<file path="src/rtl/coin_pkg.sv">
// Shared coin-bus codes and qualifier state encoding.
// The vending FSM imports coin_t for its coin input.
package coin_pkg;

  typedef enum logic [1:0] {
    COIN_NONE = 2'd0,
    COIN_5    = 2'd1,
    COIN_10   = 2'd2
  } coin_t;

  typedef enum logic [2:0] {
    IDLE    = 3'd0,
    QUAL    = 3'd1,
    EMIT    = 3'd2,
    REJECT  = 3'd3,
    RELEASE = 3'd4,
    FAULT   = 3'd5
  } qual_state_t;

  localparam int unsigned TallyWidth = 8;

  // Saturating increment used by the optional tally counters.
  function automatic logic [TallyWidth-1:0] sat_inc(input logic [TallyWidth-1:0] v);
    return (v == {TallyWidth{1'b1}}) ? v : v + TallyWidth'(1);
  endfunction

endpackage

</file>
<file path="src/rtl/coin_sync.sv">
// Two-flop synchroniser for one raw coin-slot sensor.
module coin_sync (
  input  logic clk,
  input  logic rst,
  input  logic d,
  output logic q
);

  logic meta_q;
  logic sync_q;

  always_ff @(posedge clk or posedge rst) begin
    if (rst) begin
      meta_q <= 1'b0;
      sync_q <= 1'b0;
    end else begin
      meta_q <= d;
      sync_q <= meta_q;
    end
  end

  assign q = sync_q;

endmodule

</file>
<file path="src/rtl/coin_qualifier.sv">
// Coin front end: synchronise, debounce and classify the two slot sensors.
// Define COIN_TALLY_EN to add saturating tally_5/tally_10/rej_cnt counters.
module coin_qualifier
  import coin_pkg::*;
#(
  parameter int unsigned DEB_CYCLES   = 4,
  parameter int unsigned STUCK_CYCLES = 64
) (
  input  logic       clk,
  input  logic       rst,
  input  logic       sense_5,
  input  logic       sense_10,
  input  logic       accept_en,
  output logic [1:0] coin,
  output logic       coin_rej,
  output logic       fault
`ifdef COIN_TALLY_EN
  ,
  output logic [7:0] tally_5,
  output logic [7:0] tally_10,
  output logic [7:0] rej_cnt
`endif
);

  localparam int unsigned CntW = $clog2(STUCK_CYCLES + 1);
  localparam logic [CntW-1:0] CntMax   = {CntW{1'b1}};
  localparam logic [CntW-1:0] DebCnt   = CntW'(DEB_CYCLES);
  localparam logic [CntW-1:0] StuckCnt = CntW'(STUCK_CYCLES);
  localparam logic [3:0]      DebLow   = 4'(DEB_CYCLES);

  logic s5;
  logic s10;

  coin_sync u_sync_5 (
    .clk (clk),
    .rst (rst),
    .d   (sense_5),
    .q   (s5)
  );

  coin_sync u_sync_10 (
    .clk (clk),
    .rst (rst),
    .d   (sense_10),
    .q   (s10)
  );

  qual_state_t     state_q, state_d;
  logic [CntW-1:0] cnt_q, cnt_d;
  logic [3:0]      low_q, low_d;
  coin_t           type_q, type_d;
  coin_t           coin_q, coin_d;
  logic            rej_q, rej_d;
  logic            fault_q, fault_d;

  logic [CntW-1:0] cnt_inc;
  logic [3:0]      low_inc;
  logic            lat_hi;
  logic            oth_hi;
  logic            any_hi;

  always_comb begin
    cnt_inc = (cnt_q == CntMax) ? cnt_q : cnt_q + CntW'(1);
    low_inc = low_q + 4'd1;
    lat_hi  = (type_q == COIN_10) ? s10 : s5;
    oth_hi  = (type_q == COIN_10) ? s5 : s10;
    any_hi  = s5 | s10;
  end

  always_comb begin
    state_d = state_q;
    cnt_d   = cnt_q;
    low_d   = low_q;
    type_d  = type_q;
    coin_d  = COIN_NONE;
    rej_d   = 1'b0;
    fault_d = fault_q;

    unique case (state_q)
      IDLE: begin
        cnt_d = '0;
        low_d = '0;
        if (s5 && s10) begin
          state_d = REJECT;
        end else if (s5) begin
          type_d  = COIN_5;
          cnt_d   = CntW'(1);
          state_d = QUAL;
        end else if (s10) begin
          type_d  = COIN_10;
          cnt_d   = CntW'(1);
          state_d = QUAL;
        end
      end

      QUAL: begin
        // A second sensor during qualification is treated as a bad insertion.
        if (oth_hi) begin
          state_d = REJECT;
        end else if (!lat_hi) begin
          cnt_d   = '0;
          state_d = IDLE;
        end else begin
          cnt_d = cnt_inc;
          if (cnt_inc >= DebCnt) begin
            state_d = EMIT;
          end
        end
      end

      EMIT: begin
        if (accept_en) begin
          coin_d = type_q;
        end else begin
          rej_d = 1'b1;
        end
        cnt_d   = '0;
        low_d   = '0;
        state_d = RELEASE;
      end

      REJECT: begin
        rej_d   = 1'b1;
        cnt_d   = '0;
        low_d   = '0;
        state_d = RELEASE;
      end

      RELEASE: begin
        // cnt counts elapsed cycles since entry; low counts the clean-low streak.
        cnt_d = cnt_inc;
        low_d = any_hi ? 4'd0 : low_inc;
        if (!any_hi && (low_inc >= DebLow)) begin
          cnt_d   = '0;
          low_d   = '0;
          state_d = IDLE;
        end else if (cnt_inc >= StuckCnt) begin
          fault_d = 1'b1;
          state_d = FAULT;
        end
      end

      FAULT: begin
        fault_d = 1'b1;
      end

      default: begin
        cnt_d   = '0;
        low_d   = '0;
        state_d = IDLE;
      end
    endcase
  end

  always_ff @(posedge clk or posedge rst) begin
    if (rst) begin
      state_q <= IDLE;
      cnt_q   <= '0;
      low_q   <= '0;
      type_q  <= COIN_NONE;
      coin_q  <= COIN_NONE;
      rej_q   <= 1'b0;
      fault_q <= 1'b0;
    end else begin
      state_q <= state_d;
      cnt_q   <= cnt_d;
      low_q   <= low_d;
      type_q  <= type_d;
      coin_q  <= coin_d;
      rej_q   <= rej_d;
      fault_q <= fault_d;
    end
  end

  assign coin     = coin_q;
  assign coin_rej = rej_q;
  assign fault    = fault_q;

`ifdef COIN_TALLY_EN
  logic [7:0] tally_5_q;
  logic [7:0] tally_10_q;
  logic [7:0] rej_cnt_q;

  // Counters follow the registered pulses, so each lands one cycle after its pulse.
  always_ff @(posedge clk or posedge rst) begin
    if (rst) begin
      tally_5_q  <= '0;
      tally_10_q <= '0;
      rej_cnt_q  <= '0;
    end else begin
      if (coin_q == COIN_5) begin
        tally_5_q <= sat_inc(tally_5_q);
      end
      if (coin_q == COIN_10) begin
        tally_10_q <= sat_inc(tally_10_q);
      end
      if (rej_q) begin
        rej_cnt_q <= sat_inc(rej_cnt_q);
      end
    end
  end

  assign tally_5  = tally_5_q;
  assign tally_10 = tally_10_q;
  assign rej_cnt  = rej_cnt_q;
`endif

endmodule

</file>
<file path="config.mk">
export PLATFORM = sky130hd
export DESIGN_NAME = coin_qualifier
export DESIGN_NICKNAME = d
export VERILOG_FILES = /design/src/rtl/coin_pkg.sv /design/src/rtl/coin_sync.sv /design/src/rtl/coin_qualifier.sv
export SDC_FILE = /design/constraint.sdc
export NUM_CORES = 1
export LEC_CHECK = 0
export CAP_MARGIN = 20
export CORE_AREA = 2 2 62 64
export DETAILED_ROUTE_END_ITERATION = 6
export DIE_AREA = 0 0 64 66
export SYNTH_ARGS = -nofsm -noshare
export SYNTH_HDL_FRONTEND = slang
export SYNTH_HIERARCHICAL = 1
export SYNTH_SLANG_ARGS = --single-unit
</file>
<file path="constraint.sdc">
create_clock -name clk -period 2 [get_ports clk]
set_input_delay 0.4 -clock clk [delete_from_list [all_inputs] [get_ports clk]]
set_output_delay 0.4 -clock clk [all_outputs]
set_load 0.02 [all_outputs]
</file>
==> results.toml <==
[floorplanning]
floorplan.initialDensity = 0.383
fp.dieArea_mm2 = 0.00422
fp.dieW_um = 64
ios = 9
core_area_mm2 = 0.00355
die_h_um = 66
num_rows = 22

[cells_and_area]
fin_cells = 208
seqCellArea_um2 = 601
multi_input_area_um2 = 709
n_antenna_cell = 0
fill_cells = 351
fin_util = 0.457
area_growth_pct = 19.4
nNetsFinal = 171
drive_above_1_share = 0.169

[grt]
antenna_found_initial = 0
grt_pass1_wl_mm = 5.27
grtUsageTotal = 0.157
grt_overflow = 0
first_global_vias = 1185
grt_max_degree = 21

[detailed_routing]
postRouteAntennaNets = 0
vias = 1129
first_iter_violations = 27
drc_errors = 0
via_per_inst = 5.43
wl_per_cell_um = 14.4
wl_mm = 3.00
first_pass_iters = 4

[flow_run]
cap_violations = 0

[pwr]
leakagePower_nw = 0.738
p_per_area_mw_per_mm2 = 1180
ir_drop_mv = 0.527

[worst_setup_path]
reg2reg_to = "cnt_q[3]"
reg2reg_depth = 7
path_max_fanout = 8
rr_startpoint = "low_q[0]"
required_ns = 2.27
cp_data_arrival_time_ns = 2.14
startpoint_type = "register"
critical_path_class = "reg -> reg"
r2r_setup_slack_ns = 0.13
worstSetupEndpointType = "register"

[synth]
netlist_area_mm2 = 0.00136
syn_inst = 141
syn_area_per_cell_um2 = 9.64
ys_seq_area_frac = 0.442
ys_warn_count = 6
synth_seq_cells = 24
ys_types = 48
synth_nets = 151

[placed_design]
gp_congestion = 0.836
placed_cells = 200
pre_cts_ws_ns = 0.0903
port_buffers = 8
hpwl_mm = 2.15

[timing]
post-route-period-util = 0.935
layout_min_cycle_time_ns = 1.87
hold_viol_final = 0
finClkSkew_ns = 0.00759
setup_violations = 0
relSlewSlack = 0.616
fmax_ghz = 0.535
tightest_slew_ns = 0.576
tns_ns = 0
layout_setup_ws_ns = 0.131
drv_slew = 0

[clocking]
cts_buffers = 3
cts.sinks = 24
hold_buffers = 0
path_clk_slew_ns = 0.14
clockBufferDepth = 2
cts_tree = "built"
root_buffer = "clkbuf_4"
clk_latency_ns = 0.33
htree_levels = 1

[hold_path]
min_path_type = "in -> async"

[outcome]
status = "complete, no violations"
-- stage by stage --
step	cell area (µm²)	power, mW	hold slack [ns]
4_1_cts	1590	1.88	0.265
3_3_place_gp	1540	1.49	0.337
5_1_grt	1620	2.05	0.247
2_1_floorplan	1360	1.25	0.141
6_report	1620	1.91	0.254
3_5_place_dp	1540	1.51	0.336
-- worst max-delay path, stage by stage (launching register included) --
cell     delay, ns
dfrtp_1       0.42
ha_1          0.24
nor3_2        0.13
a41oi_2       0.08
a211o_1       0.38
a21oi_4       0.25
a41oi_1       0.17
a21oi_2       0.14
-- cell usage after synthesis (all sizes together) --
master / count / area [µm²]
dfrtp: 24 / 601
nor3: 5 / 25.0
nand2b: 3 / 18.8
nand4b: 1 / 8.76
mux2: 1 / 11.3
nor2: 13 / 48.8
or2: 1 / 6.26
xnor2: 1 / 8.76
o22ai: 1 / 6.26
a211o: 2 / 17.5
nand2: 12 / 45.0
a21oi: 11 / 70.1
nor2b: 2 / 12.5
a221oi: 1 / 8.76
a31o: 2 / 17.5
ha: 5 / 62.6
a31oi: 1 / 6.26
nor4b: 1 / 8.76
inv: 10 / 37.5
and2b: 1 / 7.51
nand4: 1 / 6.26
a22o: 2 / 17.5
o31ai: 2 / 28.8
nand3: 4 / 20.0
and3: 3 / 18.8
o21bai: 2 / 15.0
nand3b: 2 / 15.0
a32o: 1 / 10.0
o21ai: 5 / 25.0
mux2i: 3 / 30.0
and2: 2 / 12.5
a41oi: 2 / 25.0
clkbuf: 2 / 8.75
o31a: 1 / 10.0
a211oi: 2 / 20.0
and3b: 1 / 8.76
a21o: 2 / 15.0
a21bo: 1 / 10.0
nor4: 1 / 12.5
or4: 1 / 7.51
buf: 2 / 7.51
or3: 1 / 6.26
-- power breakdown --
group | switching (mW) | internal (mW)
clock | 0.158 | 0.203
combinational | 0.468 | 0.394
sequential | 0.121 | 0.570
total | 0.747 | 1.17
-- cell families after synthesis --
group,count (synthesis),share of synthesized area
adders and majority gates,5,0.0460
xor gates and xnor gates,1,0.00645
and+or+nand+nor,55,0.213
buffers and inverters,14,0.0396
AOI/OAI and AO/OA,38,0.223
DFF,24,0.442
muxes,4,0.0304
-- what timing repair did --
item / in CTS / in global routing
setup buffers: 0 / 4
resized for setup: 0 / 1
endpoints found under the setup margin: 0 / 5
-- sequential cells by signal (all words and copies together), names as in the netlist --
register          cells
state_q               3
low_q                 4
coin_rej              1
u_sync_10/meta_q      1
type_q                2
coin                  2
cnt_q                 7
u_sync_5/q            1
fault                 1
u_sync_10/q           1
u_sync_5/meta_q       1
-- worst max-delay path by stage --
stage             start        to  slack [ns]  cells after the start
2_1_floorplan  low_q[0]  cnt_q[3]        0.26                      7
3_3_place_gp   low_q[0]  cnt_q[3]        0.18                      7
3_5_place_dp   low_q[0]  cnt_q[3]        0.09                      7
4_1_cts        low_q[0]  cnt_q[3]        0.06                      7
5_1_grt        low_q[0]  cnt_q[3]     -0.0009                      7
6_report       low_q[0]  cnt_q[3]        0.13                      7
-- metal layers --
layer	vias up	track usage	wire length, µm
met4	0	0.0571	34
met1	565	0.205	1470
met5	-	0	0
met3	4	0.0307	76
met2	16	0.257	1430
li1	544	-	-
-- cells in the final DEF (no fill, tap or decap), types with 3 or more instances in the layout --
cell	netlist	layout
ha_1	5	5
dfrtp_1	24	24
nor3_1	5	4
nand2b_1	3	3
nor2_1	13	13
nand3_1	4	4
buf_4	0	11
nand2_1	12	12
mux2i_1	3	3
clkbuf_4	0	3
clkdlybuf4s50_1	0	8
a21oi_1	9	9
and3_1	3	3
o21ai_0	5	5
inv_1	10	10
-- cell type report --
type / instances / area share
clock buffer: 3 / 0.0139
clock inverter: 1 / 0.0185
inverter: 10 / 0.0231
multi-input combinational: 103 / 0.437
sequential: 24 / 0.370
tap: 48 / 0.0370
timing repair buffer: 19 / 0.100
No activity file was read; power rests on OpenSTA's default activity.
==> patch, RTL diff (same settings) <==
The parameter `STUCK_CYCLES` goes from 64 to 32.
--- a/src/rtl/coin_qualifier.sv
+++ b/src/rtl/coin_qualifier.sv
@@ -4,7 +4,7 @@
   import coin_pkg::*;
 #(
   parameter int unsigned DEB_CYCLES   = 4,
-  parameter int unsigned STUCK_CYCLES = 64
+  parameter int unsigned STUCK_CYCLES = 32
 ) (
   input  logic       clk,
   input  logic       rst,
Check against the original RTL: same outputs for any inputs over 10 cycles, from zero or initial values and one cycle with rst high; that may be too few to reach the edited logic, so the function may still have changed.
==> patch against the original RTL <==
- clock skew up 0.0013 ns
- total power down 20%
- non-clock buffer count down 7
- design area down 12%
- first-iteration DRC count up 30%
- wire length down 17%
- sequential cell count down 1
- worst setup slack better by 0.017 ns
- count of clock-buffer cells in the layout unchanged
- combinational power down 22%
- sequential power down 6.7%
- area after synthesis down 8.5%
- critical path type unchanged
==> patch: results (changes against the original RTL) <==
[sta]
whs_ns=0.270  ; +0.0153 ns
fin_crit_sh=0.926  ; -0.00870
fin_skew_ns=0.00893  ; +0.00134 ns
max_slew_margin=0.704  ; +0.0876

[detailed_routing]
m1WireLength_um=1110  ; -25%
drt_iter0_markers=35  ; +30%
drt_pass1_iterations=4  ; unchanged
met3_length_um=85  ; +12%
vias_per_cell=5.24  ; -3.5%
avgRoutedWirePerCell_um=13.0  ; -10%
wl_met2_um=1290  ; -9.5%

[clocking]
cts.path.max_buffers=2  ; unchanged
clock_latency_ns=0.30  ; -0.03 ns

[layout]
nNetsFinal=154  ; -9.9%
drive_gt1_frac=0.132  ; -0.0368
reg.largest.list=cnt_q: 6 flops, low_q: 4 flops, state_q: 3 flops

[critical_path]
startpoint=cnt_q[0]
critPathMaxFanout=4  ; -4
r2r-end=state_q[0]
rrSetupSlack_ns=0.15  ; +0.02 ns

[yosys]
ys.flop_type=dfrtp_1
synth_cell_type_count=38  ; -21%
ys_top_cells_by_count=23 x dfrtp_1, 15 x nand2_1, 13 x a21oi_1
synth_nets=140  ; -7.3%
avgSynthCellArea_um2=9.49  ; -1.5%

[min_path]
hp-class=input port to async pin

[outcome]
status=completed

[pwr]
leakagePower_nw=0.644  ; -13%
vdd_drop_max_mv=0.360  ; -32%
internal-power_mw=0.896  ; -23%

[global_routing]
grt_max_degree=14  ; -33%
grtUsageTotal=0.137  ; -0.0200
grt_pass1_vias=1067  ; -10%

[placement]
dpl.cell_count=188  ; -6.0%
place_ws_ns=0.112  ; +0.0212 ns
dp_hpwl_um=1970  ; -8.5%

patch: power groups by stage:
stage	clock network, mW	registers, mW	logic (mW)
6_report	0.212	0.645	0.670
5_1_grt	0.250	0.663	0.754
4_1_cts	0.222	0.645	0.652
3_5_place_dp	0	0.655	0.649
3_3_place_gp	0	0.652	0.632
2_1_floorplan	0	0.636	0.484
patch: final cells by class:
class,count,area (um^2)
inverter,11,41.3
multi-input combinational,94,617
clock buffer,3,22.5
fill,352,2120
timing repair buffer,12,110
sequential,23,576
tap,48,60.1
clock inverter,1,5.00
patch: per-layer routing:
layer	global-route usage	up-vias
met4	0.0326	0
met3	0.0358	2
met5	0	-
met1	0.152	490
met2	0.258	24
li1	-	490
patch: worst max-delay path: stages (launching register included):
cell	delay, ns
dfrtp_1	0.40
ha_1	0.21
and2_1	0.19
nand4b_1	0.14
o311a_2	0.19
or3_1	0.37
a21oi_1	0.14
o41ai_1	0.10
patch: worst max path at each step:
stage	to	depth (start not counted)
after floorplan	state_q[0]	6
after global placement	cnt_q[0]	7
after detailed placement	cnt_q[0]	7
after CTS	cnt_q[0]	7
after global routing	state_q[0]	7
final	state_q[0]	7
patch: timing repair:
item,4_1_cts,5_1_grt
gates resized for setup,0,2
buffers inserted,0,0
setup endpoints to repair,0,2
hold buffers,0,0
patch: cell families after synthesis:
| family | count (synthesis) | share of synthesized area |
|---|---|---|
| multiplexers | 3 | 0.0282 |
| AO/OA/AOI/OAI | 32 | 0.171 |
| XOR/XNOR | 1 | 0.00704 |
| adder cells (fa/ha/maj) | 4 | 0.0402 |
| buffers and inverters | 14 | 0.0493 |
| flip-flops | 23 | 0.463 |
| AND/OR/NAND/NOR | 54 | 0.241 |
